==> src/rtl/instruction_fetch_if.sv <==
//------------------------------------------------------------------------------
// instruction_fetch_if : fetch-stage bundle (imem request, redirect, IF/ID handoff)
// Revision: 1.0
//------------------------------------------------------------------------------
`default_nettype none

interface instruction_fetch_if #(
  parameter int Width = 32
);
  logic [Width-1:0] imem_address;
  logic             imem_valid;
  logic [Width-1:0] imem_data;
  logic             redirect_valid;
  logic [Width-1:0] redirect_target;
  logic [Width-1:0] instr;
  logic [Width-1:0] instr_pc;
  logic             instr_valid;
  logic             instr_ready;

  modport master (
    output imem_address, imem_valid, instr, instr_pc, instr_valid,
    input  imem_data, redirect_valid, redirect_target, instr_ready
  );

  modport slave (
    input  imem_address, imem_valid, instr, instr_pc, instr_valid,
    output imem_data, redirect_valid, redirect_target, instr_ready
  );
endinterface

`default_nettype wire

==> src/rtl/instruction_fetch.sv <==
//------------------------------------------------------------------------------
// instruction_fetch : PC owner, imem requester and IF/ID output register
// Revision: 1.0
//------------------------------------------------------------------------------
`default_nettype none

module instruction_fetch #(
  parameter int               Width       = 32,
  parameter logic [Width-1:0] ResetVector = '0
) (
  input  wire logic            clk,
  input  wire logic            rst,
  instruction_fetch_if.master  bus
);

  localparam logic [Width-1:0] c_inc        = Width'(Width / 8);
  localparam logic [Width-1:0] c_align_mask = ~(c_inc - Width'(1));

  logic [Width-1:0] r_pc;
  logic [Width-1:0] r_instr;
  logic [Width-1:0] r_instr_pc;
  logic             r_instr_valid;
  logic             w_load;

  // A redirect suppresses the fetch so the stale PC never reaches decode.
  assign w_load = !rst && !bus.redirect_valid && (!r_instr_valid || bus.instr_ready);

  always_ff @(posedge clk) begin
    if (rst) begin
      r_pc          <= ResetVector;
      r_instr       <= '0;
      r_instr_pc    <= '0;
      r_instr_valid <= 1'b0;
    end else if (bus.redirect_valid) begin
      r_pc          <= bus.redirect_target & c_align_mask;
      r_instr_valid <= 1'b0;
    end else if (w_load) begin
      r_instr       <= bus.imem_data;
      r_instr_pc    <= r_pc;
      r_instr_valid <= 1'b1;
      r_pc          <= r_pc + c_inc;
    end
  end

  assign bus.imem_address = r_pc;
  assign bus.imem_valid   = w_load;
  assign bus.instr        = r_instr;
  assign bus.instr_pc     = r_instr_pc;
  assign bus.instr_valid  = r_instr_valid;

endmodule

`default_nettype wire

==> src/flat_wrapper.sv <==
// flat-port wrapper written by rule: the top's interface ports become plain ports
module instruction_fetch_flat 
#(
  parameter int               Width       = 32,
  parameter logic [Width-1:0] ResetVector = '0
)
  (clk, rst, bus_imem_address, bus_imem_valid, bus_instr, bus_instr_pc, bus_instr_valid, bus_imem_data, bus_redirect_valid, bus_redirect_target, bus_instr_ready);
  instruction_fetch_if #(.Width(Width)) bus_i ();
  input  wire logic clk;
  input  wire logic rst;
  output wire logic [$bits(bus_i.imem_address)-1:0] bus_imem_address;
  output wire logic [$bits(bus_i.imem_valid)-1:0] bus_imem_valid;
  output wire logic [$bits(bus_i.instr)-1:0] bus_instr;
  output wire logic [$bits(bus_i.instr_pc)-1:0] bus_instr_pc;
  output wire logic [$bits(bus_i.instr_valid)-1:0] bus_instr_valid;
  input wire logic [$bits(bus_i.imem_data)-1:0] bus_imem_data;
  input wire logic [$bits(bus_i.redirect_valid)-1:0] bus_redirect_valid;
  input wire logic [$bits(bus_i.redirect_target)-1:0] bus_redirect_target;
  input wire logic [$bits(bus_i.instr_ready)-1:0] bus_instr_ready;
  assign bus_imem_address = bus_i.imem_address;
  assign bus_imem_valid = bus_i.imem_valid;
  assign bus_instr = bus_i.instr;
  assign bus_instr_pc = bus_i.instr_pc;
  assign bus_instr_valid = bus_i.instr_valid;
  assign bus_i.imem_data = bus_imem_data;
  assign bus_i.redirect_valid = bus_redirect_valid;
  assign bus_i.redirect_target = bus_redirect_target;
  assign bus_i.instr_ready = bus_instr_ready;
  instruction_fetch #(.Width(Width), .ResetVector(ResetVector)) u_core (.clk(clk), .rst(rst), .bus(bus_i));
endmodule
==> config.mk <==
export PLATFORM = sky130hd
export DESIGN_NAME = instruction_fetch_flat
export DESIGN_NICKNAME = d
export VERILOG_FILES = /design/src/rtl/instruction_fetch_if.sv /design/src/rtl/instruction_fetch.sv /design/src/flat_wrapper.sv
export SDC_FILE = /design/constraint.sdc
export NUM_CORES = 1
export LEC_CHECK = 0
export CAP_MARGIN = 30
export CORE_MARGIN = 5
export CORE_UTILIZATION = 43
export DETAILED_ROUTE_END_ITERATION = 8
export GPL_TIMING_DRIVEN = 1
export HOLD_SLACK_MARGIN = 0.08
export PLACE_DENSITY = 0.8
export SYNTH_ARGS = -nofsm -noshare
export SYNTH_HDL_FRONTEND = slang
export SYNTH_SLANG_ARGS = --single-unit
==> constraint.sdc <==
create_clock -name clk -period 2.4 [get_ports clk]
set_input_delay 0.24 -clock clk [delete_from_list [all_inputs] [get_ports clk]]
set_output_delay 0.24 -clock clk [all_outputs]
set_load 0.005 [all_outputs]
# Word level (Yosys, flattened, before mapping)
# Index checks and enable logic that the tools add are counted.
# totals
reg_bits,97
out_inout_bits,98
# classes
n_addsub,1
muxes,2
bitwise,1
reduce_logical,9
# ops
cell,count
2-to-1 mux 32 bit,2
"adder 32 x 3 -> 32 bit, second input constant",1
logical NOT 1 bit,3
logical AND 1 bit,2
AND reduction 2 bit,1
nonzero test 2 bit,1
OR reduction 2 bit,1
logical OR 1 bit,1
inverter 1 bit,1

# Logic depth before layout (Yosys ltp)
# logic_depth
depth_word,5
ltp_mapped,9
ltp_nobuf,6

# Worst setup path before layout
# OpenSTA, ideal clock, no wires.
# synth_timing
path_type,register to register
startpoint,"reg u_core.r_pc[4], in the netlist u_core.bus.imem_address[4]"
endpoint,"reg u_core.r_pc[17], in the netlist u_core.bus.imem_address[17]"
setup_time_ns,0.091
arrival_time_ns,1.716
required_ns,2.309
setup_slack_ns,0.593
stages_incl_launch_ff,5
path_buffers,0
synth_period_minus_slack_ns,1.807
path_cell_list,dfxtp_1 nand4_2 or3_4 or4_1 a311oi_1
# synth_between
elab_chain_len,3
# synth_lines
item,line_no,source
"start, declared",instruction_fetch.sv:19,logic [Width-1:0] r_pc;
"start signal, assigned",instruction_fetch.sv:30,r_pc <= ResetVector;
"start signal, assigned",instruction_fetch.sv:35,r_pc <= bus.redirect_target & c_align_mask;
"start signal, assigned",instruction_fetch.sv:41,r_pc <= r_pc + c_inc;
adder 32 x 3 -> 32 bit,instruction_fetch.sv:41,
2-to-1 mux 32 bit,instruction_fetch.sv:37,end else if (w_load) begin
2-to-1 mux 32 bit,instruction_fetch.sv:34,end else if (bus.redirect_valid) begin
# Every way passes these cells. The select of a mux whose other input is x is not followed.
# A chain may end at the register's enable or synchronous reset.

# Worst setup path after layout
# layout_timing
startpoint,in bus_redirect_valid
endpoint,out bus_imem_valid
# layout_between
elab_chain_len,3
# layout_lines
item,line_no,source
"start, declared",flat_wrapper.sv:17,input wire logic [$bits(bus_i.redirect_valid)-1:0] bus_redirect_valid;
logical NOT 1 bit,instruction_fetch.sv:26,assign w_load = !rst && !bus.redirect_valid && (!r_instr_valid || bus.instr_ready);
logical AND 1 bit (2 in a row),instruction_fetch.sv:26,
"end, declared",flat_wrapper.sv:12,output wire logic [$bits(bus_i.imem_valid)-1:0] bus_imem_valid;
# Every way passes these cells.

==> flow_summary.ini <==
[placement]
dp_hpwl_mm = 9.44
dp_slack_ns = 0.186
gp_congestion = 0.862
place.port_buffers = 159

[yosys]
ys_warn_count = 0
synth.avg_cell_area_sq_um = 7.88
synth_cells = 511
seq_area_frac_synth_pct = 46.2
netlist_area_sq_um = 4030
synth_top_area_share_pct = 46.2
synth_area_leaders = dfxtp_1 (46%), nand2_1 (13%), nand3_1 (8.3%), clkbuf_1 (2.4%), a21oi_1 (2.2%)
synth_cell_type_count = 54
synth_edf_count = 0
yosysTopAreaCell = dfxtp_1
ys_async_sr_fraction_pct = 0
synth-seq-cells = 93
synth_flop_cell = dfxtp_1

[floorplanning]
num_rows = 35
die_h_microns = 107
die_w_microns = 107
ios = 166
start_util_pct = 43.8
core_area_sq_um = 9200
die-area_sq_um = 11400

[clock_network]
cts.sinks = 93
clk_pin_slew_ns = 0.08
clock_latency_ns = 0.36
root_buffer = clkbuf_8
postCtsSetupBuffers = 0
cts-resized-gates = 0
clock_path_buffers = 2
cts_tree = yes
postCtsHoldBufs = 0
cts.htree.levels = 3
cts_buffers = 9

[critical_path]
endpoint_kind = output port
worst_r2r_endpoint = u_core.bus.imem_address[17]
critPathTopFamily = buffers and inverters
start_kind = primary input
r2r_cells = 4
path_cells = clkdlybuf4s50_1, or2_2, inv_1, nand2_2, inv_2, clkdlybuf4s50_1
crit_top_cell = clkdlybuf4s50_1
r2r_setup_slack_ns = 0.39
crit_start = bus_redirect_valid
critPathSlowestCell = clkdlybuf4s50_1
critPathMaxStageDelay_ns = 0.54
cp_num_buf_inv = 4
crit_fanout = 5
worstSetupPathType = primary input to output port
arrival_ns = 1.87
endpoint = bus_imem_valid
worstPathRequired_ns = 2.16
reg2reg_from = u_core.bus.imem_address[7]
cp.depth = 6

[detailed_routing]
drc = 0
drt_iter0_drc = 317
wl_mm = 13.3
post_drt_wl_per_cell_microns = 17.2
routed_via_density = 5.66
first_pass_iters = 5
via_count = 4390
drtAntennaViolNets = 0

[timing]
tightestPinTransition_ns = 0.601
fin_tns_setup_ns = 0
relSlewSlack_pct = 59.9
layout_worst_path_cycle_share_pct = 88.0
rsz0062_at_grt = no
worst_slack_ns = 0.289
timing.final.max_slew_violations = 0
fmax_ghz = 0.474
hold_viol = 0
period_needed_ns = 2.11
finalSetupViolations = 0
clock-skew-final_ns = 0.0135
hold_slack_ns = 0.257

[power_and_ir_drop]
power.density_nw_per_um2 = 556
switching_share_pct = 26.7
seq_power_share_pct = 52.5
peakVddDrop_mv = 0.270
p_int_mw = 2.41
p_comb_share_pct = 17.4
total_leakage_power_nw = 2.28
p_clk_share_pct = 30.1
power_switching_uw = 878

[global_route]
grt_overflow_total = 0
grt_max_degree = 68
track_usage_pct = 22.4
antenna_found_initial = 0
first_global_vias = 4016
grt_first_pass_wirelength_mm = 20.5

[hold_path]
hp-class = primary input to flip-flop

[run_status]
status = completed

[finish]
syn_to_final_growth_pct = 46.7
fin_util_pct = 64.2
drive_above_1_share_pct = 6.63
diodes = 0
fin_nets = 728

[run]
maxCapViolCount = 0
## synth_stat cells, types with 6 or more instances
master	count
and4_1	6
nand2_1	141
nor2_1	19
dfxtp_1	93
a311oi_1	6
or4_1	9
a21oi_1	18
nand3_1	67
buf_1	6
nor3_1	6
nand4_1	12
a31oi_1	8
a211oi_1	7
o21ai_0	7
clkbuf_1	26
## placed cells by master, fill, tap and decap left out, types with 2 or more instances in the layout
cell type	n
o31ai_1	3
or3_2	3
a21oi_1	18
xnor2_1	4
clkbuf_8	11
and3_1	4
o221ai_1	3
or4_1	9
and2_1	4
o21ai_0	7
a211oi_1	7
nand4_1	12
nor3_1	6
nand2_1	140
dfxtp_1	93
o311ai_0	5
conb_1	4
xor2_1	4
and4_1	6
clkdlybuf4s50_1	158
a311oi_1	6
clkinvlp_4	3
o211ai_1	3
inv_1	4
a21boi_0	3
buf_4	15
nor2_1	19
a31oi_1	8
nand3_1	67
or3_1	5
inv_2	2
## power by group through the flow
stage / logic (mW) / clock network (mW) / registers [mW]
2_1_floorplan: 0.192 / 0 / 1.75
3_3_place_gp: 0.559 / 0 / 1.76
3_5_place_dp: 0.571 / 0 / 1.76
4_1_cts: 0.575 / 1.02 / 1.72
5_1_grt: 0.617 / 1.08 / 1.74
6_report: 0.572 / 0.989 / 1.73
## final cells by class
cell class / count / area [sq um]
multi-input combinational: 373 / 1980
timing repair buffer: 175 / 1720
clock inverter: 4 / 31.3
inverter: 7 / 26.3
clock buffer: 12 / 155
fill: 787 / 3290
sequential: 93 / 1860
tap: 111 / 139
## worst min path at each step
stage                       startpoint                      end  depth (start not counted)
2_1_floorplan         bus_imem_data[0]      u_core.bus.instr[0]                          2
3_3_place_gp   u_core.bus.instr_pc[21]  u_core.bus.instr_pc[21]                          2
3_5_place_dp   u_core.bus.instr_pc[21]  u_core.bus.instr_pc[21]                          2
4_1_cts                            rst   u_core.bus.instr_valid                          3
5_1_grt                            rst   u_core.bus.instr_valid                          3
6_report                           rst   u_core.bus.instr_valid                          3
## worst reg2reg max path, delay by kind of cell (launching register included)
kind            cells  cell delay (ns)
simple gates        3             1.19
compound gates      1             0.29
flops               1             0.45
## kinds of logic after synthesis
family                   after synthesis  synth area share, %
XOR/XNOR                               8                 1.74
flip-flops                            93                 46.2
multiplexers                           1                0.280
adder cells (fa/ha/maj)                1                0.311
other                                  1               0.0931
buffers and inverters                 48                 5.06
AND/OR/NAND/NOR                      288                 34.0
AO/OA/AOI/OAI                         71                 12.2
## layer usage
layer	part of all wire, %	track usage [%]
met1	42	29.1
met2	47	37.1
met3	9.0	4.64
met4	1.5	7.21
met5	0	0
## sequential cells by signal (all words and copies together), names as in the netlist
register and flops:
u_core.bus.instr 32, u_core.bus.instr_pc 30, u_core.bus.imem_address 30, u_core.bus.instr_valid 1
## metrics by stage
| stage | total power, mW | area (sq um) | std cells |
|---|---|---|---|
| global route | 3.44 | 5910 | 775 |
| CTS | 3.32 | 5910 | 775 |
| global placement | 2.31 | 5720 | 759 |
| floorplan | 1.95 | 4040 | 514 |
| finish | 3.29 | 5910 | 775 |
| detailed placement | 2.33 | 5720 | 759 |
(Power assumes the default switching activity.)
